File: config.mk
export PLATFORM = sky130hd
export DESIGN_NAME = cpu_bus_arbiter
export DESIGN_NICKNAME = d
export VERILOG_FILES = /design/src/rtl/cpu_bus_arbiter.sv
export SDC_FILE = /design/constraint.sdc
export NUM_CORES = 1
export LEC_CHECK = 0
export ABC_AREA = 1
export BUFFER_PORTS_ARGS = -buffer_cell sky130_fd_sc_hd__buf_4
export CAP_MARGIN = 15
export CORE_AREA = 2 2 103 105
export CTS_CLUSTER_SIZE = 14
export DETAILED_ROUTE_END_ITERATION = 8
export DIE_AREA = 0 0 105 107
export HOLD_SLACK_MARGIN = 0.06
export PLACE_DENSITY = 0.57
export SETUP_SLACK_MARGIN = 0.15
export SYNTH_ARGS = -nofsm -noshare
export SYNTH_HDL_FRONTEND = slang
export SYNTH_SLANG_ARGS = --single-unit
File: constraint.sdc
create_clock -name i_clock -period 1.54 [get_ports i_clock]
set_input_delay 0.231 -clock i_clock [delete_from_list [all_inputs] [get_ports i_clock]]
set_output_delay 0.231 -clock i_clock [all_outputs]
set_load 0.02 [all_outputs]
File: src/rtl/cpu_bus_arbiter.sv
// cpu_bus_arbiter
//   Arbitrates a CPU's instruction-fetch port and data port onto one shared
//   bus. Only one transaction is outstanding at a time. Every transaction is
//   followed by a one-cycle RELEASE gap with the bus request low.
//
//   Optional feature macro: CPU_BUS_ARB_ROUND_ROBIN_EN
//     defined   : simultaneous requests go to the port not granted last
//     undefined : simultaneous requests always go to the data port
//
// Ports
//   i_clock, i_reset              clock, synchronous active-high reset
//   i_i_request/i_i_address       fetch request and address
//   o_i_ready/o_i_rdata           fetch done pulse and data
//   i_d_request/i_d_rw/i_d_address/i_d_wdata
//                                 data request, direction, address, write data
//   o_d_ready/o_d_rdata           data done pulse and read data
//   o_bus_request/o_bus_rw/o_bus_address/o_bus_wdata
//                                 shared bus request side
//   i_bus_ready/i_bus_rdata       shared bus completion and read data
//   o_timeout                     one-cycle pulse on an aborted transaction
//
// Parameter
//   TIMEOUT_CYCLES  bus cycles without i_bus_ready before abort (0 = never)
module cpu_bus_arbiter #(
  parameter int TIMEOUT_CYCLES = 1024
) (
  input  logic        i_clock,
  input  logic        i_reset,
  input  logic        i_i_request,
  input  logic [31:0] i_i_address,
  output logic        o_i_ready,
  output logic [31:0] o_i_rdata,
  input  logic        i_d_request,
  input  logic        i_d_rw,
  input  logic [31:0] i_d_address,
  input  logic [31:0] i_d_wdata,
  output logic        o_d_ready,
  output logic [31:0] o_d_rdata,
  output logic        o_bus_request,
  output logic        o_bus_rw,
  output logic [31:0] o_bus_address,
  output logic [31:0] o_bus_wdata,
  input  logic        i_bus_ready,
  input  logic [31:0] i_bus_rdata,
  output logic        o_timeout
);

  typedef enum logic [1:0] {IDLE, BUS_I, BUS_D, RELEASE} state_t;

  // Keep the counter at least one bit wide when the timeout is disabled.
  localparam int            CW     = (TIMEOUT_CYCLES > 0) ? $clog2(TIMEOUT_CYCLES + 1) : 1;
  localparam logic [CW-1:0] TO_VAL = CW'(TIMEOUT_CYCLES);

  state_t        state, state_nxt;
  logic [CW-1:0] cnt;
  logic          in_bus;
  logic          timeout_hit;
  logic          grant_d;

  assign in_bus = (state == BUS_I) || (state == BUS_D);

  // Completion in the same cycle as the limit wins over the abort.
  assign timeout_hit = (TIMEOUT_CYCLES != 0) && in_bus && !i_bus_ready && (cnt == TO_VAL);

`ifdef CPU_BUS_ARB_ROUND_ROBIN_EN
  logic last_d;  // 1 = data port had the most recent grant

  assign grant_d = i_d_request && (!i_i_request || !last_d);

  always_ff @(posedge i_clock) begin
    if (i_reset)
      last_d <= 1'b0;
    else if (state == IDLE && (i_i_request || i_d_request))
      last_d <= grant_d;
  end
`else
  assign grant_d = i_d_request;
`endif

  always_ff @(posedge i_clock) begin
    if (i_reset) begin
      state <= IDLE;
      cnt   <= '0;
    end else begin
      state <= state_nxt;
      // Zero outside BUS_x so every grant starts counting from 0.
      if (in_bus && !i_bus_ready && !timeout_hit)
        cnt <= cnt + 1'b1;
      else
        cnt <= '0;
    end
  end

  always_comb begin
    state_nxt     = state;
    o_i_ready     = 1'b0;
    o_i_rdata     = '0;
    o_d_ready     = 1'b0;
    o_d_rdata     = '0;
    o_bus_request = 1'b0;
    o_bus_rw      = 1'b0;
    o_bus_address = '0;
    o_bus_wdata   = '0;
    o_timeout     = 1'b0;

    case (state)
      IDLE: begin
        if (grant_d)          state_nxt = BUS_D;
        else if (i_i_request) state_nxt = BUS_I;
      end
      BUS_I: begin
        o_bus_request = 1'b1;
        o_bus_address = i_i_address;
        if (i_bus_ready) begin
          o_i_ready = 1'b1;
          o_i_rdata = i_bus_rdata;
          state_nxt = RELEASE;
        end else if (timeout_hit) begin
          o_i_ready = 1'b1;
          o_timeout = 1'b1;
          state_nxt = RELEASE;
        end
      end
      BUS_D: begin
        o_bus_request = 1'b1;
        o_bus_rw      = i_d_rw;
        o_bus_address = i_d_address;
        o_bus_wdata   = i_d_wdata;
        if (i_bus_ready) begin
          o_d_ready = 1'b1;
          o_d_rdata = i_bus_rdata;
          state_nxt = RELEASE;
        end else if (timeout_hit) begin
          o_d_ready = 1'b1;
          o_timeout = 1'b1;
          state_nxt = RELEASE;
        end
      end
      default: state_nxt = IDLE;  // RELEASE
    endcase

    // Outputs are forced quiet for the whole reset cycle, even if the state
    // register has not yet returned to IDLE.
    if (i_reset) begin
      state_nxt     = IDLE;
      o_i_ready     = 1'b0;
      o_i_rdata     = '0;
      o_d_ready     = 1'b0;
      o_d_rdata     = '0;
      o_bus_request = 1'b0;
      o_bus_rw      = 1'b0;
      o_bus_address = '0;
      o_bus_wdata   = '0;
      o_timeout     = 1'b0;
    end
  end

endmodule

==> impl_results.md, run 1 <==
* Count of buffers from port buffering at about 270
* Slowest Stage Delay on Critical Path at approximately 0.35 ns
* CP endpoint kind: output pin
* Critical-path cell with the highest stage delay: sky130_fd_sc_hd__dfxtp_4
* Critical path class: flop to output pin
* Cell taking the most area after synthesis: sky130_fd_sc_hd__nand2_1
* Period Utilization, post-route at 120%
* Chain of cells forming the critical path: inv_4 -> buf_4 -> ha_4 -> buf_12 -> nand2_8 -> clkbuf_16 -> nor2_4 -> buf_6
* Num rows at 37
* Residual overflow from global routing at 0
* Worst Setup Start Kind: flop
* Final setup margin at -0.313 ns
* Cell count after placement at 799
* Dominant synthesized flop cell: sky130_fd_sc_hd__dfxtp_1
* Via Count at ~3.7k
* Kind of path behind the tightest hold check: input pin to flop
* Post-place setup slack at -0.0422 ns
* Min-Delay Startpoint: i_d_request
* Dominant cell by count in the synthesized netlist: sky130_fd_sc_hd__nand2_1
* Area growth, synth to finish at 242%
* H-tree depth at 1
* Cell family contributing the most delay on the critical path: buffers and inverters
* Final Net Count at between 800 and 900
* Average vias per placed instance at ~4.5
* Clock latency at the later pin of the worst-skew pair at about 0.25 ns
* Die height at around 110 um
* Placed wire-length estimate at roughly 8800 um
* Fin Clk Skew at roughly 0.0024 ns
* Register-to-register path setup slack at approximately 0.090 ns
* Aggregate negative setup slack at -28.12 ns
* Failing checks: setup timing
* Count of cell types in the netlist at 25
* Synthesis warning total at 0
* Number of synthesized flops with an enable pin at 0
* Clock tree from TritonCTS: built
* Overall fraction of global-route tracks in use at 18.6%
* Root buffer cell: sky130_fd_sc_hd__clkbuf_8
* Starting Density at 19.4%
* Sink count of the clock tree at 13
* Maximum buffer depth of the clock tree at 2
* Count of hold buffers inserted by post-cts repair at 0
* Pin count of the biggest net entering global routing at 35
* TritonCTS buffer count at 3
* Number of cells on the worst hold path at 6
* Detailed-route DRC error count at 0
* Peak supply drop at about 460 uV
* Logic depth of the worst register-to-register path at 9
* Ports placed on the boundary at 267
* Utilization after layout at between 60% and 70%
* Reg2Reg Launch Point: state[0]$_SDFFE_PP0P_
* Total routed wirelength at about 13000 um
* CP Max Fanout at 8
* Area enclosed by the die boundary at between 10000 and 15000 sq um
* Vias in the first global route at approximately 3.5k
* Die width at approximately 110 um
* Sink of the worst hold path: state[0]$_SDFFE_PP0P_
* Leading post-synthesis cells by instance count: 153 x sky130_fd_sc_hd__nand2_1, 108 x sky130_fd_sc_hd__nor2_1, 34 x sky130_fd_sc_hd__a21oi_1, 18 x sky130_fd_sc_hd__buf_2, 17 x sky130_fd_sc_hd__inv_1
* Ant. Diodes at 0
* Sequential fraction of the synthesis area at a little over an eighth
* Post-detailed-route wirelength per cell at between 15 and 20 um
* Final worst path period need at between 1.5 and 2 ns
* Required arrival time at the worst endpoint at about 1.3 ns
* Fill cell total of the finished layout at roughly 800
* Final setup violation count at approximately 130
* Syn Std Cell Area at 1960 sq um
* Synthesized instance count at 400
* Launch point of the worst path: state[0]$_SDFFE_PP0P_
* Share of synthesized registers carrying an async set or reset at 0%
* First drt pass iteration count at 4
* RR Endpoint: cnt[8]$_SDFF_PP0_
* Residual antenna-violating net count after detailed routing at 0
* First-pass GRT wire length at approximately 17000 um
* Highest clock frequency the design can meet at 540 MHz
* Number of max-capacitance violations reported at 0
* Final weighted congestion of routability-driven global placement at approximately 0.84
* Initial antenna violation count at 0
* Unrepaired setup endpoints after global routing: yes
* Max-Slew Margin vs Limit at a little over two thirds
* Yosys reg bits at 13
* Largest cells by area after synthesis: sky130_fd_sc_hd__nand2_1 29%, sky130_fd_sc_hd__nor2_1 21%, sky130_fd_sc_hd__dfxtp_1 13%
* Power density normalized to cell area at 946 nW/um^2
* Violation count after the first detailed-route iteration at between 100 and 150
* Count of buffering cells on the critical path with inverters included at 5
* Slew at the pin with the worst max-slew slack at around 0.45 ns
* Mean Syn Cell Area at between 4 and 5 sq um
* Share of the synthesized area in the top cell type at 29.3%
* Non-filler cells in the finished layout at between 800 and 900
* Clock-pin transition on the worst setup and hold timing paths at 0.06 ns
* Count of final max-slew check failures at 0
* Worst hold slack after final layout at roughly 0.42 ns
* Result of the run: complete, but fails checks
* Final hold violations at 0
* Leakage at around 2.7 nW
* Syn Nets at 540
* Core area at 10100 sq um
* Ratio of cells with drive above 1 in the final layout at ~77%
* Data arrival time of the critical path at approximately 1.6 ns
## cells in the final DEF (no fill, tap or decap), types with 2 or more instances in the layout
| cell type | instances |
|---|---|
| sky130_fd_sc_hd__buf_4 | 150 |
| sky130_fd_sc_hd__buf_6 | 138 |
| sky130_fd_sc_hd__nand2_1 | 115 |
| sky130_fd_sc_hd__nor2_4 | 104 |
| sky130_fd_sc_hd__a21oi_4 | 30 |
| sky130_fd_sc_hd__nand2_4 | 20 |
| sky130_fd_sc_hd__nand2_2 | 19 |
| sky130_fd_sc_hd__buf_12 | 15 |
| sky130_fd_sc_hd__inv_1 | 12 |
| sky130_fd_sc_hd__nor2_2 | 11 |
| sky130_fd_sc_hd__dfxtp_1 | 11 |
| sky130_fd_sc_hd__a21oi_2 | 6 |
| sky130_fd_sc_hd__nor2_1 | 6 |
| sky130_fd_sc_hd__clkbuf_16 | 6 |
| sky130_fd_sc_hd__inv_2 | 4 |
| sky130_fd_sc_hd__nand3_2 | 4 |
| sky130_fd_sc_hd__xor2_1 | 3 |
| sky130_fd_sc_hd__ha_4 | 3 |
| sky130_fd_sc_hd__clkbuf_8 | 3 |
| sky130_fd_sc_hd__buf_16 | 3 |
| sky130_fd_sc_hd__nand2_8 | 2 |
| sky130_fd_sc_hd__inv_6 | 2 |
| sky130_fd_sc_hd__o21ai_0 | 2 |
| sky130_fd_sc_hd__nand3_1 | 2 |
| sky130_fd_sc_hd__ha_1 | 2 |
## routing by layer
layer  part of all wire, %  track usage [%]
met1                    35             20.7
met2                    56             37.1
met3                   5.2             2.67
met4                   3.0             4.19
met5                     0                0
## timing repair
action / CTS / global route
resized for setup: 95 / 230
setup buffers: 2 / 7
endpoints found under the setup margin: 134 / 145
gates cloned: 3 / 9
pin swaps: 3 / 31
endpoints found under the hold margin: 0 / 0
## worst max-delay path by stage
stage	to	slack (ns)	depth (start not counted)
6_report	o_d_rdata[22]	-0.31	8
2_1_floorplan	o_bus_address[10]	-0.006	7
3_3_place_gp	o_bus_address[0]	-0.02	8
3_5_place_dp	o_bus_address[0]	-0.04	8
5_1_grt	o_d_rdata[22]	-0.37	8
4_1_cts	o_bus_address[0]	-0.27	8
## flip-flops by register name, indices dropped and copies added (netlist names)
register / cells
state: 2
cnt: 11
## stage by stage
step                area (sq um)  power [mW]
floorplan                   2750        2.89
detailed placement          5050        4.28
global placement            5050        4.24
global route                6690        6.67
finish                      6690        6.33
CTS                         5570        5.07
## cells by family after synthesis
| kind of cell | Yosys count | synth area share (%) |
|---|---|---|
| simple gates | 289 | 59.4 |
| buf+inv | 48 | 10.7 |
| compound gates | 40 | 11.0 |
| flops | 13 | 13.3 |
| fa+ha+maj | 6 | 3.83 |
| xor+xnor | 4 | 1.79 |
## report_power, final
group / internal [mW] / switching (mW)
logic: 2.60 / 3.01
clock network: 0.179 / 0.138
registers: 0.376 / 0.0240
## worst min-delay path, delay by kind of cell
family                 cells  cell delay, ns
buffers and inverters      1            0.09
and+or+nand+nor            4            0.23
AOI/OAI and AO/OA          1            0.08
## final cells by class
class	count	area [sq um]	area share (%)
repair buffers	313	3230	48.2
flip-flops and latches	13	265	3.96
multi-input cells	339	2900	43.3
clock inverters	1	5.00	0.0748
inverters	19	83.8	1.25
well taps	136	170	2.54
clock buffers	3	41.3	0.617
Power figures use the tool's default switching activity.
==> run 2: changes to the inputs <==
--- a/config.mk
+++ b/config.mk
@@ -8,10 +8,10 @@
 export ABC_AREA = 1
-export BUFFER_PORTS_ARGS = -buffer_cell sky130_fd_sc_hd__buf_4
 export CAP_MARGIN = 15
 export CORE_AREA = 2 2 103 105
-export CTS_CLUSTER_SIZE = 14
+export CTS_CLUSTER_SIZE = 24
 export DETAILED_ROUTE_END_ITERATION = 8
 export DIE_AREA = 0 0 105 107
+export DONT_BUFFER_PORTS = 1
 export HOLD_SLACK_MARGIN = 0.06
-export PLACE_DENSITY = 0.57
+export PLACE_DENSITY = 0.34
 export SETUP_SLACK_MARGIN = 0.15
==> constraint.sdc (replaced) <==
create_clock -name i_clock -period 1.54 [get_ports i_clock]
set_input_delay 0.308 -clock i_clock [delete_from_list [all_inputs] [get_ports i_clock]]
set_output_delay 0.308 -clock i_clock [all_outputs]
set_load 0.02 [all_outputs]
==> run 2 against run 1 <==
Net effect: the flow still finishes with violations (setup timing); die area did not move; wire length is 36% lower; total power down 35%; global-route usage down 5.2 points; critical path type unchanged; highest routed layer unchanged.
==> impl_results.md, run 2 (synthesized netlist as in run 1, its figures left out) <==
* Placed wire-length estimate at around 6900 um
* Largest registers in the final layout: cnt x11, state x2
* Slew at the pin with the worst max-slew slack at approximately 0.27 ns
* Average vias per placed instance at 4.53
* Via Count at ~2.6k
* Root buffer cell: sky130_fd_sc_hd__clkbuf_8
* Clock-pin transition on the worst setup and hold timing paths at roughly 0.06 ns
* Count of buffers from port buffering at 0
* Number of max-capacitance violations reported at 0
* TritonCTS buffer count at 3
* First-pass GRT wire length at between 10000 and 15000 um
* Power spent charging and discharging nets at 2.38 mW
* Num rows at 37
* Sink count of the clock tree at 13
* Final weighted congestion of routability-driven global placement at between 0.7 and 0.8
* Critical path class: flop to output pin
* Failing checks: setup timing
* Post-place setup slack at -0.0695 ns
* Combinational Power Share at between 80% and 90%
* Post-detailed-route wirelength per cell at 14.5 um
* Period Utilization, post-route at 120%
* Kind of path behind the tightest hold check: input pin to flop
* Fill cell total of the finished layout at approximately 1.1k
* Final worst path period need at between 1.5 and 2 ns
* Ports placed on the boundary at 267
* Overall fraction of global-route tracks in use at 13.4%
* Core area at a little over 10000 sq um
* Cell Area, Placed at between 3000 and 4000 sq um
* Clock tree from TritonCTS: built
* Share of total power in sequential cells at under 10%
* Residual overflow from global routing at 0
* Peak supply drop at ~420 uV
* Post-layout instance area at between 3000 and 4000 sq um
* Power density normalized to cell area at ~1100 nW/um^2
* Worst Setup Start Kind: flop
* Detailed-route DRC error count at 0
* Die width at ~110 um
* Maximum buffer depth of the clock tree at 2
* Highest clock frequency the design can meet at ~540 MHz
* Fin Clk Skew at between 0.001 and 0.0015 ns
* Initial antenna violation count at 0
* Clock latency at the later pin of the worst-skew pair at between 0.2 and 0.25 ns
* Logic depth of the worst register-to-register path at 9
* Area growth, synth to finish at 87.3%
* Number of flip-flops in the largest register at 11
* Biggest register: cnt
* Final Net Count at 580
* CP endpoint kind: output pin
* Area enclosed by the die boundary at about 11000 sq um
* Switching Share at between 50% and 60%
* H-tree depth at 1
* Vias in the first global route at ~2.4k
* Ratio of cells with drive above 1 in the final layout at 49.7%
* Final setup margin at -0.310 ns
* Number of cells on the worst hold path at 5
* Unrepaired setup endpoints after global routing: yes
* Clock network fraction of total power at 7.5%
* Commonest non-fill, non-tap cell in the layout: sky130_fd_sc_hd__nand2_1
* CP Max Fanout at 8
* Final setup violation count at ~130
* Ant. Diodes at 0
* Die height at 107 um
* Pin count of the biggest net entering global routing at 53
* Violation count after the first detailed-route iteration at approximately 110
* Final hold violations at 0
* Count of final max-slew check failures at 0
* Data arrival time of the critical path at roughly 1.5 ns
* Required arrival time at the worst endpoint at around 1.2 ns
* Result of the run: complete, but fails checks
* Leakage at between 1 and 1.5 nW
* Total routed wirelength at about 8300 um
* First drt pass iteration count at 4
* Cell-internal power at roughly 1.7 mW
* Count of hold buffers inserted by post-cts repair at 0
* Residual antenna-violating net count after detailed routing at 0
* Starting Density at approximately 19%
* Max-Slew Margin vs Limit at between 80% and 90%
* Most frequent cells in the layout: 150 x sky130_fd_sc_hd__nand2_1, 75 x sky130_fd_sc_hd__nor2_4, 48 x sky130_fd_sc_hd__buf_4, 31 x sky130_fd_sc_hd__a21oi_4, 29 x sky130_fd_sc_hd__nor2_1
run 2: cell type report:
class | count | area [sq um] | area share (%)
Clock buffer | 4 | 45.0 | 1.23
Inverter | 19 | 78.8 | 2.15
Timing Repair Buffer | 64 | 644 | 17.6
Tap cell | 136 | 170 | 4.64
Sequential cell | 13 | 263 | 7.16
Multi-Input combinational cell | 339 | 2470 | 67.3
run 2: repair_timing:
item | CTS | global route
gates resized for setup | 3 | 17
setup buffers | 0 | 3
endpoints found under the setup margin | 140 | 146
pin swaps | 2 | 5
gates cloned | 1 | 0
run 2: critical path, cell delays in order, from the launching register on:
cell                      delay (ns)
sky130_fd_sc_hd__dfxtp_2        0.35
sky130_fd_sc_hd__inv_2          0.06
sky130_fd_sc_hd__ha_4           0.27
sky130_fd_sc_hd__inv_4          0.05
sky130_fd_sc_hd__nor2_4         0.13
sky130_fd_sc_hd__inv_6          0.09
sky130_fd_sc_hd__buf_12         0.16
sky130_fd_sc_hd__a21oi_4        0.20
run 2: path summary, 6_finish.rpt:
path	startpoint	slack [ns]	endpoint
setup / recovery	state[0]$_SDFFE_PP0P_	-0.31	o_bus_address[10]
setup reg to reg	state[0]$_SDFFE_PP0P_	0.05	cnt[10]$_SDFF_PP0_
hold reg to reg	cnt[10]$_SDFF_PP0_	0.48	cnt[10]$_SDFF_PP0_
hold / removal	i_d_request	0.38	state[0]$_SDFFE_PP0P_
run 2: through the flow:
| stage | power (mW) | util [%] | hold WS, ns | std cells | TNS [ns] |
|---|---|---|---|---|---|
| 2_1_floorplan | 3.08 | - | 0.439 | 400 | -3.94 |
| 6_report | 4.11 | 36.4 | 0.383 | 575 | -27.92 |
| 3_3_place_gp | 3.64 | 34.7 | 0.477 | 567 | -0.828 |
| 4_1_cts | 4.05 | 35.6 | 0.381 | 572 | -32.28 |
| 5_1_grt | 4.42 | 36.4 | 0.440 | 575 | -39.09 |
| 3_5_place_dp | 3.66 | 34.7 | 0.478 | 567 | -1.93 |
run 2: layer usage:
layer	up-vias	GRT usage, %	share of wire (%)
li1	1303	-	-
met2	146	26.7	55
met1	1156	14.3	36
met4	0	2.29	0.41
met3	2	3.34	8.7
met5	-	0	0
run 2: power groups by stage:
stage               clock [mW]  sequential [mW]  combinational (mW)
global route             0.344            0.406                3.67
detailed placement           0            0.407                3.25
CTS                      0.329            0.400                3.33
global placement             0            0.402                3.23
finish                   0.310            0.400                3.40
floorplan                    0            0.409                2.67
